===== config.mk =====
export PLATFORM = sky130hd
export DESIGN_NAME = cb_addr_decode
export DESIGN_NICKNAME = d
export VERILOG_FILES = /design/src/rtl/cb_pkg.sv /design/src/rtl/cb_grp_offset.sv /design/src/rtl/cb_addr_decode.sv
export SDC_FILE = /design/constraint.sdc
export NUM_CORES = 1
export LEC_CHECK = 0
export CORE_UTILIZATION = 50
export DETAILED_ROUTE_END_ITERATION = 6
export PLACE_DENSITY = 0.76
export SYNTH_ARGS = -nofsm -noshare
export SYNTH_HDL_FRONTEND = slang
export SYNTH_SLANG_ARGS = --single-unit

===== constraint.sdc =====
create_clock -name clk -period 11.5 [get_ports clk]
set_clock_uncertainty 0.1 [all_clocks]
set_input_delay 1.725 -clock clk [delete_from_list [all_inputs] [get_ports clk]]
set_output_delay 1.725 -clock clk [all_outputs]
set_load 0.005 [all_outputs]

===== src/rtl/cb_pkg.sv =====
// Shared constants and address-map helpers for the covariance-block (CB) address encoder/decoder pair.
// G(k) is the group base address; O(k,i) is the in-group offset of bank i.
package cb_pkg;

  localparam int CB_AW         = 17;
  localparam int MAX_LANDMARK  = 500;
  localparam int ROW_LEN       = 10;
  localparam int NUM_STATE_ROW = 2 * MAX_LANDMARK + 3;
  localparam int NUM_GROUP     = (NUM_STATE_ROW + 7) / 8;
  localparam int KW            = ROW_LEN - 3;

  localparam logic [1:0] ST_IDLE   = 2'd0;
  localparam logic [1:0] ST_SEARCH = 2'd1;
  localparam logic [1:0] ST_CALC   = 2'd2;
  localparam logic [1:0] ST_RESP   = 2'd3;

  function automatic logic [CB_AW-1:0] grp_base(input int k);
    return CB_AW'(8 * k * k + k);
  endfunction

  function automatic logic [ROW_LEN-1:0] grp_offset(input int k, input int i);
    return (i < 4) ? '0 : ROW_LEN'(8 * k + 8 - i);
  endfunction

  // First address past the last group; anything at or above it is illegal.
  localparam logic [CB_AW-1:0] ADDR_LIMIT = grp_base(NUM_GROUP);

endpackage


===== src/rtl/cb_grp_offset.sv =====
// Combinational in-group offset O(k,i): zero for banks 0-3, 8k + 8 - i for banks 4-7.
module cb_grp_offset
  import cb_pkg::*;
(
  input  logic [KW-1:0]      grp_k,
  input  logic [2:0]         bank,
  output logic [ROW_LEN-1:0] offset
);

  logic [ROW_LEN-1:0] grp_x8;

  always_comb begin
    grp_x8 = {grp_k, 3'b000};
    case (bank)
      3'd4:    offset = grp_x8 + ROW_LEN'(4);
      3'd5:    offset = grp_x8 + ROW_LEN'(3);
      3'd6:    offset = grp_x8 + ROW_LEN'(2);
      3'd7:    offset = grp_x8 + ROW_LEN'(1);
      default: offset = '0;
    endcase
  end

endmodule


===== src/rtl/cb_addr_decode.sv =====
// Inverse CB address map: recovers (row, col) from a packed CB address and bank by
// walking groups one per cycle, then resolving offset/column in a single cycle.
module cb_addr_decode
  import cb_pkg::*;
(
  input  logic               clk,
  input  logic               sys_rst,
  input  logic               req_valid,
  output logic               req_ready,
  input  logic [CB_AW-1:0]   req_addr,
  input  logic [2:0]         req_bank,
  output logic               rsp_valid,
  input  logic               rsp_ready,
  output logic [ROW_LEN-1:0] rsp_row,
  output logic [ROW_LEN-1:0] rsp_col,
  output logic               rsp_err,
  output logic [1:0]         dbg_state
);

  // Handshake: a transfer happens on a rising edge where valid && ready are both high;
  // rsp_* stay stable while rsp_valid is high and not yet accepted.

  logic [1:0]         state_q, state_d;
  logic [CB_AW-1:0]   addr_q, addr_d;
  logic [2:0]         bank_q, bank_d;
  logic [KW-1:0]      k_q, k_d;
  logic [CB_AW-1:0]   base_q, base_d;
  logic [CB_AW-1:0]   step_q, step_d;
  logic [ROW_LEN-1:0] row_q, row_d;
  logic [ROW_LEN-1:0] col_q, col_d;
  logic               err_q, err_d;
  logic               valid_q, valid_d;

  logic [CB_AW:0]     nxt;
  logic [ROW_LEN-1:0] grp_off;
  logic [ROW_LEN-1:0] row_calc;
  logic [CB_AW:0]     col_diff;
  logic               col_neg;
  logic               col_over;

  cb_grp_offset u_grp_offset (
    .grp_k  (k_q),
    .bank   (bank_q),
    .offset (grp_off)
  );

  // One extra bit on nxt and col_diff so neither the search compare nor the underflow test can wrap.
  assign nxt      = {1'b0, base_q} + {1'b0, step_q};
  assign row_calc = {k_q, bank_q};
  assign col_diff = {1'b0, addr_q} - {1'b0, base_q} - (CB_AW+1)'(grp_off);
  assign col_neg  = col_diff[CB_AW];
  assign col_over = !col_neg && (col_diff > (CB_AW+1)'(row_calc));

  always_comb begin
    state_d = state_q;
    addr_d  = addr_q;
    bank_d  = bank_q;
    k_d     = k_q;
    base_d  = base_q;
    step_d  = step_q;
    row_d   = row_q;
    col_d   = col_q;
    err_d   = err_q;
    valid_d = valid_q;
    case (state_q)
      ST_IDLE: begin
        if (req_valid) begin
          addr_d  = req_addr;
          bank_d  = req_bank;
          k_d     = '0;
          base_d  = '0;
          step_d  = CB_AW'(9);
          state_d = ST_SEARCH;
        end
      end
      ST_SEARCH: begin
        if ((nxt <= {1'b0, addr_q}) && (k_q < KW'(NUM_GROUP - 1))) begin
          k_d    = k_q + KW'(1);
          base_d = nxt[CB_AW-1:0];
          step_d = step_q + CB_AW'(16);
        end else begin
          state_d = ST_CALC;
        end
      end
      ST_CALC: begin
        row_d   = row_calc;
        col_d   = col_diff[ROW_LEN-1:0];
        err_d   = col_neg || col_over || (addr_q >= ADDR_LIMIT);
        valid_d = 1'b1;
        state_d = ST_RESP;
      end
      default: begin
        if (rsp_ready) begin
          valid_d = 1'b0;
          state_d = ST_IDLE;
        end
      end
    endcase
  end

  always_ff @(posedge clk or posedge sys_rst) begin
    if (sys_rst) begin
      state_q <= ST_IDLE;
      addr_q  <= '0;
      bank_q  <= '0;
      k_q     <= '0;
      base_q  <= '0;
      step_q  <= '0;
      row_q   <= '0;
      col_q   <= '0;
      err_q   <= 1'b0;
      valid_q <= 1'b0;
    end else begin
      state_q <= state_d;
      addr_q  <= addr_d;
      bank_q  <= bank_d;
      k_q     <= k_d;
      base_q  <= base_d;
      step_q  <= step_d;
      row_q   <= row_d;
      col_q   <= col_d;
      err_q   <= err_d;
      valid_q <= valid_d;
    end
  end

  assign req_ready = (state_q == ST_IDLE);
  assign rsp_valid = valid_q;
  assign rsp_row   = row_q;
  assign rsp_col   = col_q;
  assign rsp_err   = err_q;
  assign dbg_state = state_q;

endmodule


==> impl_metrics.toml <==
[run_status]
status = "complete, no violations"

[clock_tree]
hold_buffers = 0
cts_tree = "done"
clock_latency_ns = 0.36
clk_path_buf_depth = 2
clk_pin_slew_worst_paths_ns = 0.07
cts_resized = 0
postCtsSetupBuffers = 0
clock-sinks = 82
h-tree-depth = 3
cts_buffers = 9
cts_root_buffer = "clkbuf_16"

[worst_setup_path]
startpoint = "step_q[0]"
cp.required_ns = 11.65
r2r_slack_ns = 6.40
cp-end-kind = "flop"
critPathArrivalTime_ns = 5.25
cp-start-kind = "flop"
reg2reg_from = "step_q[0]"
worstPathMaxFanout = 24
critPathKind = "reg -> reg"
worstReg2RegEnd = "base_q[10]"
crit_end = "base_q[10]"
rr_worst_depth = 15

[timing]
finalSetupViolations = 0
min_period_ns = 5.10
tns_ns = 0
slew_violations = 0
hold_viol_final = 0
layout_setup_ws_ns = 6.40
maxSlewHeadroom_pct = 16.9
rsz0062_at_grt = "no"
fmax_mhz = 196
worst_pin_slew_ns = 1.24
post-route-period-util_pct = 44.4

[min_path]
hp-class = "reg -> reg"

[drt]
drt-total-wl_mm = 17.0
via_count = 5537
drt-initial-drc-count = 396
remaining_drc_errors = 0
firstDrtPassIters = 6
wl_per_cell_um = 18.6
via_per_inst = 6.05
drtAntennaViolNets = 0

[synth]
ys.flop_type = "dfrtp_1"
synth.distinct_cells = 67
postSynth.asyncResetShare_pct = 100
netlist.area_leader.share_pct = 31.5
synthCells = 696
synth_top_area_cell = "dfrtp_1"
yosys_register_bits = 82
synth_most_common_cell = "dfrtp_1"
netlist_top_cells_count = "82 x dfrtp_1, 74 x ha_1, 72 x inv_1"
ys_seq_area_share_pct = 31.5
syn-cell-area_mm2 = 0.00652
synth-edff-count = 0
syn_nets = 804
yosysWarnings = 0
synth_area_per_cell_um2 = 9.37
synth_area_leaders = "dfrtp_1 31%, ha_1 14%, mux2_2 7.1%, inv_1 4.1%, nand2_1 3.3%"

[floorplan]
die_w_um = 116
ioPinCount = 49
die_h_um = 116
dieArea_mm2 = 0.0135
core_area_mm2 = 0.0127
rows = 41
start_util_pct = 51.5

[placement]
dpl_cell_area_mm2 = 0.00714
detailedPlace.worstSlack_ns = 6.56
portBuffers = 48
gp_routability_congestion = 0.894
dp_hpwl_mm = 12.8

[global_routing]
grt_pass1_vias = 5505
grt_pass1_wl_mm = 27.7
grt_max_degree = 83
grtUsageMet1_pct = 35.4
grtUsageTotal_pct = 27.1
met3_usage_pct = 4.98
grt_use_met2_pct = 44.7
antenna_found_initial = 0
gr-total-overflow = 0
top_usage_layer = "met2"

[final_layout]
final_cell_area_mm2 = 0.00744
n_antenna_cell = 0
drive_above_1_share_pct = 11.0
fin_nets = 846
ff_latch_area_mm2 = 0.00205
multi_input_area_mm2 = 0.00410
syn2layout_area_growth_pct = 14.1
nFillCells = 1093

[pwr]
power_density_mw_per_mm2 = 349
finalPower_mw = 2.60
ir_worst_vdd_uv = 224
p_leak_nw = 3.47

[flow_run]
drv_cap = 0
-- report_power, final --
| group | switching (mW) | internal [mW] | leakage [nW] |
|---|---|---|---|
| sequential | 0.103 | 0.392 | 1.04 |
| combinational | 1.02 | 0.777 | 2.29 |
| clock | 0.128 | 0.174 | 0.149 |
| total | 1.25 | 1.34 | 3.47 |
-- state kept, by name (all words and copies together) (netlist names), 2 cells and up --
signal     count
addr_q        17
bank_q         3
base_q        17
dbg_state      2
k_q            7
rsp_col       10
rsp_row       10
step_q        14
-- cells in the final DEF, fill, tap and decap left out, drive strengths merged, types with 3 or more instances in the layout --
cell type,instances
dfrtp,82
ha,74
inv,72
nand2,57
clkdlybuf4s50,48
a21oi,42
mux2,41
nand3,34
nor2,29
o21ai,23
nor3,20
xnor2,19
a21o,15
nand2b,14
o31ai,14
mux2i,13
a211oi,13
nand4,12
o21a,10
fa,10
clkbuf,10
o211ai,10
and3,8
o221ai,6
or4,5
a31oi,4
xor2,4
clkinv,4
o2111ai,3
nor2b,3
and2,3
nor4,3
a221oi,3
buf,3
o211a,3
-- logic make-up after synthesis --
kind of cell | count (synthesis) | share of synthesized area (%)
buf+inv | 92 | 5.75
xor+xnor | 23 | 3.09
fa+ha+maj | 84 | 17.3
mux | 54 | 9.07
compound gates | 169 | 19.0
simple gates | 192 | 14.4
flops | 82 | 31.5
-- final cells by class --
class / instances / area share, %
timing repair buffer: 51 / 6.76
inverter: 72 / 3.65
clock buffer: 10 / 3.21
multi-input combinational: 522 / 55.0
tap: 172 / 2.89
clock inverter: 6 / 0.874
sequential: 82 / 27.6
-- critical path, stage by stage (launching register included) --
cell and delay, ns:
dfrtp_1 0.38, ha_1 0.21, ha_1 0.25, nand3_1 0.14, a2111oi_0 0.79, o21ai_0 0.20, o221ai_1 0.13, o21ai_0 0.15
xnor2_1 0.25, ha_1 0.32, a211oi_2 0.22, o21ai_2 0.10, a211oi_4 0.37, o211a_1 0.75, nand2_1 0.30, mux2_2 0.34
-- through the flow --
step                      hold WS (ns)  std cells  util [%]
after floorplan                  0.363        696         -
after global placement           0.384        899      56.3
after detailed placement         0.385        899      56.3
after CTS                        0.407        915      58.7
after global routing             0.417        915      58.7
final                            0.402        915      58.7
-- worst min-delay path by stage --
stage / from / endpoint / slack (ns) / cells past startpoint
6_report: rsp_valid / rsp_valid / 0.40 / 1
5_1_grt: rsp_valid / rsp_valid / 0.42 / 1
4_1_cts: rsp_valid / rsp_valid / 0.41 / 1
3_5_place_dp: rsp_valid / rsp_valid / 0.38 / 1
3_3_place_gp: rsp_valid / rsp_valid / 0.38 / 1
2_1_floorplan: step_q[14] / step_q[14] / 0.36 / 1
-- per-layer routing --
layer  wire length (µm)  vias up
li1                   -     2623
met1               7590     2715
met2               8240      168
met3                793       31
met4                422        0
met5                  0        -
No activity file was read; power rests on OpenSTA's default activity.
